## src/rtl/adder_arbiter_if.sv

```systemverilog
// Request/response bundle between the fixed-point clients and the shared adder.
// Operands are packed per requester: entry i occupies bits [i*WIDTH +: WIDTH].
interface adder_arbiter_if #(
    parameter int WIDTH   = 8,
    parameter int NUM_REQ = 4,
    parameter int ID_W    = $clog2(NUM_REQ)
);
    logic [NUM_REQ-1:0]            req_valid;
    logic [NUM_REQ-1:0]            req_ready;
    logic [NUM_REQ-1:0][WIDTH-1:0] req_operand_a;
    logic [NUM_REQ-1:0][WIDTH-1:0] req_operand_b;
    logic                          rsp_valid;
    logic                          rsp_ready;
    logic [ID_W-1:0]               rsp_id;
    logic [WIDTH-1:0]              rsp_result;
    logic                          rsp_overflow;
    logic                          busy;

    // Requester / downstream side
    modport master (
        output req_valid, req_operand_a, req_operand_b, rsp_ready,
        input  req_ready, rsp_valid, rsp_id, rsp_result, rsp_overflow, busy
    );

    // Arbiter side
    modport slave (
        input  req_valid, req_operand_a, req_operand_b, rsp_ready,
        output req_ready, rsp_valid, rsp_id, rsp_result, rsp_overflow, busy
    );
endinterface

```

## src/rtl/adder_arbiter.sv

```systemverilog
// Round-robin arbiter in front of one shared signed fixed-point adder.
// One transaction in flight: IDLE (grant) -> EXEC (add) -> RESP (hold result).
module adder_arbiter #(
    parameter int WIDTH         = 8,
    parameter int INTEGERWIDTH  = 4,
    parameter int FRACTIONWIDTH = 4,
    parameter int NUM_REQ       = 4,
    parameter int SATURATE      = 1,
    parameter int ID_W          = $clog2(NUM_REQ)
) (
    input logic            clk,
    input logic            rst,
    adder_arbiter_if.slave bus
);
    if (INTEGERWIDTH + FRACTIONWIDTH != WIDTH) begin : g_bad_qfmt
        $error("adder_arbiter: INTEGERWIDTH + FRACTIONWIDTH must equal WIDTH");
    end
    if (NUM_REQ < 2) begin : g_bad_nreq
        $error("adder_arbiter: NUM_REQ must be at least 2");
    end

    typedef enum logic [1:0] {IDLE, EXEC, RESP} state_t;

    localparam logic [WIDTH-1:0] POS_MAX = {1'b0, {(WIDTH-1){1'b1}}};
    localparam logic [WIDTH-1:0] NEG_MIN = {1'b1, {(WIDTH-1){1'b0}}};

    state_t           state_q, state_d;
    logic [ID_W-1:0]  rr_ptr, id_q, gnt_idx, idx;
    logic             gnt_found, take;
    int               s;
    logic [WIDTH-1:0] op_a, op_b, res;
    logic [WIDTH:0]   sum;
    logic             ovf;
    logic             rsp_valid_q, rsp_ovf_q;
    logic [ID_W-1:0]  rsp_id_q;
    logic [WIDTH-1:0] rsp_result_q;

    // First valid requester scanning upward from rr_ptr, wrapping at NUM_REQ
    always_comb begin
        gnt_found = 1'b0;
        gnt_idx   = '0;
        s         = 0;
        idx       = '0;
        for (int k = 0; k < NUM_REQ; k++) begin
            s = int'(rr_ptr) + k;
            if (s >= NUM_REQ) s = s - NUM_REQ;
            idx = ID_W'(s);
            if (!gnt_found && bus.req_valid[idx]) begin
                gnt_found = 1'b1;
                gnt_idx   = idx;
            end
        end
    end

    // Ready is withheld during reset so a requester never sees an ignored handshake
    assign take = gnt_found && (state_q == IDLE) && !rst;

    // One-hot ready to the granted requester only
    always_comb begin
        bus.req_ready = '0;
        if (take) bus.req_ready[gnt_idx] = 1'b1;
    end

    // Sign-extended add with overflow detection and optional clamping
    always_comb begin
        sum = {op_a[WIDTH-1], op_a} + {op_b[WIDTH-1], op_b};
        ovf = (op_a[WIDTH-1] == op_b[WIDTH-1]) && (sum[WIDTH-1] != op_a[WIDTH-1]);
        res = sum[WIDTH-1:0];
        if (SATURATE != 0 && ovf) res = op_a[WIDTH-1] ? NEG_MIN : POS_MAX;
    end

    // Next-state logic
    always_comb begin
        state_d = state_q;
        case (state_q)
            IDLE:    if (take) state_d = EXEC;
            EXEC:    state_d = RESP;
            RESP:    if (bus.rsp_ready) state_d = IDLE;
            default: state_d = IDLE;
        endcase
    end

    // State register
    always_ff @(posedge clk) begin
        if (rst) state_q <= IDLE;
        else     state_q <= state_d;
    end

    // Operand capture, round-robin pointer and response registers
    always_ff @(posedge clk) begin
        if (rst) begin
            rr_ptr       <= '0;
            id_q         <= '0;
            op_a         <= '0;
            op_b         <= '0;
            rsp_valid_q  <= 1'b0;
            rsp_id_q     <= '0;
            rsp_result_q <= '0;
            rsp_ovf_q    <= 1'b0;
        end else begin
            case (state_q)
                IDLE: if (take) begin
                    op_a   <= bus.req_operand_a[gnt_idx];
                    op_b   <= bus.req_operand_b[gnt_idx];
                    id_q   <= gnt_idx;
                    rr_ptr <= (gnt_idx == ID_W'(NUM_REQ - 1)) ? '0 : gnt_idx + 1'b1;
                end
                EXEC: begin
                    rsp_valid_q  <= 1'b1;
                    rsp_id_q     <= id_q;
                    rsp_result_q <= res;
                    rsp_ovf_q    <= ovf;
                end
                RESP: if (bus.rsp_ready) rsp_valid_q <= 1'b0;
                default: ;
            endcase
        end
    end

    assign bus.rsp_valid    = rsp_valid_q;
    assign bus.rsp_id       = rsp_id_q;
    assign bus.rsp_result   = rsp_result_q;
    assign bus.rsp_overflow = rsp_ovf_q;
    assign bus.busy         = (state_q != IDLE);
endmodule

```

## src/flat_wrapper.sv

```systemverilog
// flat-port wrapper written by rule: the top's interface ports become plain ports
module adder_arbiter_flat 
#(
    parameter int WIDTH         = 8,
    parameter int INTEGERWIDTH  = 4,
    parameter int FRACTIONWIDTH = 4,
    parameter int NUM_REQ       = 4,
    parameter int SATURATE      = 1,
    parameter int ID_W          = $clog2(NUM_REQ)
)
  (clk, rst, bus_req_valid, bus_req_operand_a, bus_req_operand_b, bus_rsp_ready, bus_req_ready, bus_rsp_valid, bus_rsp_id, bus_rsp_result, bus_rsp_overflow, bus_busy);
  adder_arbiter_if #(.WIDTH(WIDTH), .NUM_REQ(NUM_REQ), .ID_W(ID_W)) bus_i ();
  input logic clk;
  input logic rst;
  input wire logic [$bits(bus_i.req_valid)-1:0] bus_req_valid;
  input wire logic [$bits(bus_i.req_operand_a)-1:0] bus_req_operand_a;
  input wire logic [$bits(bus_i.req_operand_b)-1:0] bus_req_operand_b;
  input wire logic [$bits(bus_i.rsp_ready)-1:0] bus_rsp_ready;
  output wire logic [$bits(bus_i.req_ready)-1:0] bus_req_ready;
  output wire logic [$bits(bus_i.rsp_valid)-1:0] bus_rsp_valid;
  output wire logic [$bits(bus_i.rsp_id)-1:0] bus_rsp_id;
  output wire logic [$bits(bus_i.rsp_result)-1:0] bus_rsp_result;
  output wire logic [$bits(bus_i.rsp_overflow)-1:0] bus_rsp_overflow;
  output wire logic [$bits(bus_i.busy)-1:0] bus_busy;
  assign bus_i.req_valid = bus_req_valid;
  assign bus_i.req_operand_a = bus_req_operand_a;
  assign bus_i.req_operand_b = bus_req_operand_b;
  assign bus_i.rsp_ready = bus_rsp_ready;
  assign bus_req_ready = bus_i.req_ready;
  assign bus_rsp_valid = bus_i.rsp_valid;
  assign bus_rsp_id = bus_i.rsp_id;
  assign bus_rsp_result = bus_i.rsp_result;
  assign bus_rsp_overflow = bus_i.rsp_overflow;
  assign bus_busy = bus_i.busy;
  adder_arbiter #(.WIDTH(WIDTH), .INTEGERWIDTH(INTEGERWIDTH), .FRACTIONWIDTH(FRACTIONWIDTH), .NUM_REQ(NUM_REQ), .SATURATE(SATURATE), .ID_W(ID_W)) u_core (.clk(clk), .rst(rst), .bus(bus_i));
endmodule
```

## config.mk

```make
export PLATFORM = sky130hd
export DESIGN_NAME = adder_arbiter_flat
export DESIGN_NICKNAME = d
export VERILOG_FILES = /design/src/rtl/adder_arbiter_if.sv /design/src/rtl/adder_arbiter.sv /design/src/flat_wrapper.sv
export SDC_FILE = /design/constraint.sdc
export NUM_CORES = 1
export LEC_CHECK = 0
export CORE_MARGIN = 2
export CORE_UTILIZATION = 35
export CTS_CLUSTER_DIAMETER = 40
export CTS_CLUSTER_SIZE = 12
export DETAILED_ROUTE_END_ITERATION = 8
export GPL_TIMING_DRIVEN = 0
export PLACE_DENSITY = 0.77
export RECOVER_POWER = 100
export SLEW_MARGIN = 0
export SYNTH_ARGS = -nofsm -noshare
export SYNTH_HDL_FRONTEND = slang
export SYNTH_SLANG_ARGS = --single-unit
export TNS_END_PERCENT = 20
```

## constraint.sdc

```tcl
create_clock -name clk -period 1.9 [get_ports clk]
set_input_delay 0.285 -clock clk [delete_from_list [all_inputs] [get_ports clk]]
set_output_delay 0.285 -clock clk [all_outputs]
set_load 0.02 [all_outputs]
```

## After elaboration in Yosys (flattened, before gate mapping)

Index checks and enable logic that the tools add are counted.

- Bits in registers: 34
- Input bits: 71
- Logic and storage cells: 87

- Add/subtract/negate cells: 9
- Magnitude comparators: 10
- Eq/ne operators: 7
- Muxes and demuxes: 35
- Reduce and logical (&&, ||, !) cells: 17

Operators by type and width:

| kind | count |
|---|---|
| $bmux 8 s2 | 2 |
| $mux 8 | 4 |
| $mux 2 | 11 |
| $lt 2x3->1 const B | 5 |
| $mux 1 | 10 |
| $ge 3x3->1 const B | 3 |
| $add 8x8->8 | 1 |
| $bmux 1 s2 | 4 |
| $sub 2x1->2 const B | 4 |
| $logic_and 1x1->1 | 7 |
| $add 2x2->3 const B | 2 |
| $pmux 2 s3 | 1 |
| $reduce_and 2->1 | 3 |
| $eq 2x2->1 const B | 2 |
| $logic_not 1->1 | 4 |
| $mux 4 | 1 |
| $reduce_bool 2->1 | 2 |
| $add 2x1->3 const B | 1 |
| $ge 2x3->1 const B | 1 |
| $add 2x1->2 const B | 1 |
| $demux 1 s2 | 1 |
| $eq 2x1->1 const B | 1 |
| $ge 2x1->1 const B | 1 |
| $logic_not 2->1 | 1 |
| 5 further kinds | 5 |

## Logic depth before layout (Yosys ltp)

- Depth in word-level cells: 19
- Depth in mapped cells: 8

## Worst setup path before layout

No wires, ideal clock.

- Path kind: reg2reg
- Start: register u_core.op_b[0]
- End: register u_core.rsp_result_q[6], in the netlist u_core.bus.rsp_result[6]
- Library setup time: 86 ps
- Arrival time: 1754 ps
- Path slack: 61 ps
- Stages on the path, launching flop included: 8
- Path buffers: 0
- Period minus slack after synthesis: 1839 ps
- Cells stage by stage: dfxtp_1 > ha_1 > fa_1 > a211oi_1 > o21ai_0 > o41ai_1 > o21ai_0 > a211oi_1

- Word-level cells in the longest chain between the ends: 4

RTL lines:

| element | line | RTL |
|---|---|---|
| start: declaration | adder_arbiter.sv:31 | `logic [WIDTH-1:0] op_a, op_b, res;` |
| start signal: assignment | adder_arbiter.sv:104 | `op_b <= bus.req_operand_b[gnt_idx];` |
| $add 8x8->8 * | adder_arbiter.sv:66 | `sum = {op_a[WIDTH-1], op_a} + {op_b[WIDTH-1], op_b};` |
| $ne 1x1->1 | adder_arbiter.sv:67 | `ovf = (op_a[WIDTH-1] == op_b[WIDTH-1]) && (sum[WIDTH-1] != op_a[WIDTH-1]);` |
| $logic_and 1x1->1 | adder_arbiter.sv:67 |  |
| $mux 8 * | adder_arbiter.sv:69 | `if (SATURATE != 0 && ovf) res = op_a[WIDTH-1] ? NEG_MIN : POS_MAX;` |
| end signal: assignment | adder_arbiter.sv:111 | `rsp_result_q <= res;` |
| end: declaration | adder_arbiter.sv:36 | `logic [WIDTH-1:0] rsp_result_q;` |

Every way passes the cells marked *; elsewhere a longest branch is shown, timed or not.
A chain may end at the register's enable or synchronous reset.

## Final worst setup path

- Start: input port bus_req_valid[0]
- End: output port bus_req_ready[2]

- Word-level cells in the longest chain between the ends: 17

RTL lines:

| element | line | RTL |
|---|---|---|
| start: declaration | flat_wrapper.sv:15 | `input wire logic [$bits(bus_i.req_valid)-1:0] bus_req_valid;` |
| $bmux 1 s2 | adder_arbiter.sv:48 | `if (!gnt_found && bus.req_valid[idx]) begin` |
| $mux 1 (implied by the code) | adder_arbiter.sv:48 |  |
| $mux 1 | adder_arbiter.sv:48 |  |
| $logic_not 1->1 | adder_arbiter.sv:48 |  |
| $logic_and 1x1->1 | adder_arbiter.sv:48 |  |
| $mux 1 | adder_arbiter.sv:48 |  |
| $logic_not 1->1 | adder_arbiter.sv:48 |  |
| $logic_and 1x1->1 | adder_arbiter.sv:48 |  |
| $mux 1 | adder_arbiter.sv:48 |  |
| $logic_not 1->1 | adder_arbiter.sv:48 |  |
| $logic_and 1x1->1 | adder_arbiter.sv:48 |  |
| $mux 2 | adder_arbiter.sv:48 |  |
| $lt 2x3->1 (implied by the code) or $ge 2x1->1 (tied branches) | adder_arbiter.sv:61 | `if (take) bus.req_ready[gnt_idx] = 1'b1;` |
| $logic_and 1x1->1 (implied by the code) | adder_arbiter.sv:61 |  |
| $mux 1 (implied by the code) | adder_arbiter.sv:61 |  |
| $demux 1 s2 | - |  |
| $mux 4 * | adder_arbiter.sv:61 |  |
| end: declaration | flat_wrapper.sv:19 | `output wire logic [$bits(bus_i.req_ready)-1:0] bus_req_ready;` |

Every way passes the cells marked *; elsewhere a longest branch is shown, timed or not. The select of a mux whose other input is x is not followed.

==> summary.md <==
| Metric | Value |
|---|---|
| Status | `finished with violations` |
| Failing checks | `negative setup slack` |
| Slowest cell on the critical path | `a221o_2` |
| Synthesized instance count | `~270` |
| Die W | `~84 um` |
| R2R setup slack | `0.05 ns` |
| PwrDens | `792 nW/um^2` |
| Starting Density | `between 30% and 40%` |
| Max frequency | `a little under 0.5 GHz` |
| Met1 wire length | `2800 um` |
| Core box area | `around 6300 sq um` |
| Setup ws final | `-0.120 ns` |
| Final Max Slew Viols | `0` |
| Flop pwr share | `33.0%` |
| Slew @ Worst Pin | `between 0.4 and 0.5 ns` |
| Finished Core Util | `between 50% and 60%` |
| Root Driver | `clkbuf_8` |
| Vias in the first global route | `2,440` |
| Max Cap Viol | `0` |
| Synth Flop Type | `dfxtp_1` |
| Worst-path fanout max | `4` |
| Worst r2r path cells | `7` |
| Clock-pin transition on the worst setup and hold timing paths | `0.06 ns` |
| Post-CTS Hold Fix Bufs | `0` |
| First-pass GRT wire length | `~11,000 um` |
| Clock power frac | `between 15 and 20%` |
| Area of the die | `7080 sq um` |
| P_sw | `1.04 mW` |
| Hold Crit Class | `reg2reg` |
| Wire length on met2 | `between 3000 and 4000 um` |
| Router iterations before antenna repair | `4` |
| GPL Wtd Cong | `roughly 0.83` |
| CP startpoint kind | `input pin` |
| Final Hold Vio Count | `0` |
| # fillers | `between 500 and 600` |
| Vias | `between 2,000 and 2,500` |
| Register area share after synthesis | `between 30% and 40%` |
| Post-route ant nets | `0` |
| Top cell by count, worst path | `nand2_4` |
| Worst Skew | `0.00525 ns` |
| DR top layer | `met4` |
| Sw Ratio | `a little over a third` |
| Post-synth EDFFs | `0` |
| YS warnings | `0` |
| Reg-to-Reg Start | `u_core.rr_ptr[1]` |
| Initial antenna violation count | `0` |
| Leakage power | `~1.5 nW` |
| Synth Register Bits | `34` |
| IO buf count | `87` |
| Clk_lat worst skew | `just under 0.3 ns` |
| Combinational Power Share | `a little under 50%` |
| Syn nets | `between 300 and 400` |
| Worst Setup End Kind | `output pin` |
| Post-synth ARST share | `0%` |
| Starting DRC count in detailed routing | `84` |
| Kind of critical path | `in2out` |
| Final min period | `2.02 ns` |
| Pin count of the biggest net entering global routing | `15` |
| Layout cells sized above 1 | `20.0%` |
| Max incr delay on CP | `~0.4 ns` |
| Peak supply drop | `0.393 mV` |
| Placed wire-length estimate | `5040 um` |
| Gr ovfl total | `0` |
| WHS Path Cells | `2` |
| Ant diodes | `0` |
| Drt via density | `5.43` |
| Worst EP arrival | `1.74 ns` |
| Hold Path Sink | `u_core.bus.rsp_id[1]` |
| Reg2reg end | `u_core.op_b[7]` |
| Crit-path cells | `dlygate4sd2_1 -> nand2_4 -> a221o_2 -> nand2_4 -> inv_12 -> ha_2 -> and2_4 -> buf_6` |
| Netlist cell types | `47` |
| Setup-failing EPs final | `4` |
| CTS sink cnt | `34` |
| Met3 WL | `about 400 um` |
| Cell Area, Synth | `between 2000 and 2500 sq um` |
| # IOs | `88` |
| Detailed Route WL | `slightly below 7000 um` |
| Row count | `29` |
| H-Tree Depth | `2` |
| RSZ-0062 raised after global routing | `yes` |
| Final critical-path share of the clock period | `106%` |
| CP required | `between 1.5 and 2 ns` |
| Area grow syn2layout | `60.4%` |
| Final setup TNS | `-0.390 ns` |
| # DRC | `0` |
| GRT Util Overall | `about a fifth` |
| Worst-case clock buffer depth | `2` |
| CTS tree | `built` |
| Final nets | `between 400 and 500` |
| Die H | `between 80 and 90 um` |
| Max-slew headroom | `a little over two thirds` |
| Syn_area_per_cell | `about 8.5 sq um` |
| Hold_sp | `u_core.bus.rsp_id[1]` |
| Cts bufs inserted | `5` |
| Pint | `about 1.8 mW` |
| Wirelength per Cell | `around 15 um` |
[power by group through the flow]
stage | clock (mW) | sequential [mW] | combinational [mW]
6_report | 0.524 | 0.943 | 1.39
4_1_cts | 0.538 | 0.922 | 1.27
5_1_grt | 0.563 | 0.956 | 1.51
3_3_place_gp | 0 | 0.926 | 1.12
2_1_floorplan | 0 | 0.945 | 0.709
3_5_place_dp | 0 | 0.932 | 1.14
[state kept, by name, indices dropped and copies added, names as in the netlist]
name                     cells
u_core.bus.rsp_id            2
u_core.bus.rsp_overflow      1
u_core.bus.rsp_valid         1
u_core.state_q               2
u_core.op_b                  8
u_core.rr_ptr                2
u_core.op_a                  8
u_core.id_q                  2
u_core.bus.rsp_result        8
[cell type report]
type                            instances  area (sq um)  share of cell area (%)
Buffer                                 13          76.3                    2.12
Clock buffer                            6          82.6                    2.29
Inverter                                6          35.0                   0.972
Multi-Input combinational cell        211          1650                    45.8
Sequential cell                        34           697                    19.3
Tap cell                               77          96.3                    2.67
Timing Repair Buffer                  100           967                    26.8
[Yosys cell counts, drive strengths merged (8+ instances only)]
| cell | n | area (sq um) |
|---|---|---|
| nor2 | 17 | 63.8 |
| a21oi | 8 | 43.8 |
| clkbuf | 10 | 47.5 |
| and3 | 16 | 100 |
| o21ai | 22 | 110 |
| a211oi | 10 | 75.1 |
| nand2 | 29 | 119 |
| o211ai | 18 | 135 |
| mux2i | 19 | 190 |
| ha | 11 | 138 |
| a21boi | 16 | 120 |
| dfxtp | 34 | 681 |
[cell families after synthesis]
logic type,count (synthesis),share of synthesized area [%]
mux,19,8.46
compound gates,94,29.8
buf+inv,20,4.79
simple gates,85,19.2
flops,34,30.3
fa+ha+maj,12,7.02
xor+xnor,1,0.390
[cells in the final DEF (no fill, tap or decap), types with 4 or more instances in the layout]
cell	n
a21boi_0	16
nor2b_1	6
o21ai_1	11
inv_1	4
mux2i_1	19
a211oi_1	6
dfxtp_2	4
buf_6	5
dfxtp_1	27
and3_1	16
o21ai_0	11
nor3_1	4
buf_4	15
clkbuf_8	7
dlygate4sd3_1	12
clkbuf_1	7
nand2_1	26
and2_4	4
o211ai_1	18
clkdlybuf4s50_1	67
nor2_1	14
a21oi_1	6
ha_1	5
[metrics by stage]
stage	total power [mW]	hold slack, ns	area (sq um)	setup WS (ns)	cells
6_report	2.86	0.457	3600	-0.120	447
5_1_grt	3.02	0.492	3600	-0.153	447
4_1_cts	2.73	0.464	3480	-0.0800	445
3_5_place_dp	2.08	0.456	3210	-1.12	429
3_3_place_gp	2.05	0.455	3210	-1.12	429
2_1_floorplan	1.65	0.432	2250	0.0606	265
[timing repair]
action / CTS / global route
setup buffers: 12 / 2
resized for setup: 62 / 35
cloned: 0 / 0
pin swaps: 6 / 5
endpoints found under the setup margin: 24 / 24
[worst max-delay path by stage]
stage	start	cells after the start	slack (ns)	endpoint
finish	bus_req_valid[0]	8	-0.12	bus_req_ready[2]
global placement	bus_req_valid[0]	9	-1.12	bus_req_ready[3]
detailed placement	bus_req_valid[0]	9	-1.12	bus_req_ready[2]
floorplan	u_core.op_b[0]	7	0.06	u_core.bus.rsp_result[6]
global route	bus_req_valid[0]	8	-0.15	bus_req_ready[2]
CTS	u_core.rr_ptr[1]	7	-0.08	bus_req_ready[2]
[metal layers]
layer  up-vias  global-route usage [%]
met5         -                       0
met4         0                    8.06
met3        21                    4.35
met2        92                    32.5
met1      1120                    22.5
li1       1194                       -
[critical path, delay by kind of cell]
kind	cells	cell delay (ns)
compound gates	1	0.39
buf+inv	3	0.54
fa+ha+maj	1	0.16
simple gates	3	0.36
Power figures use the tool's default switching activity.
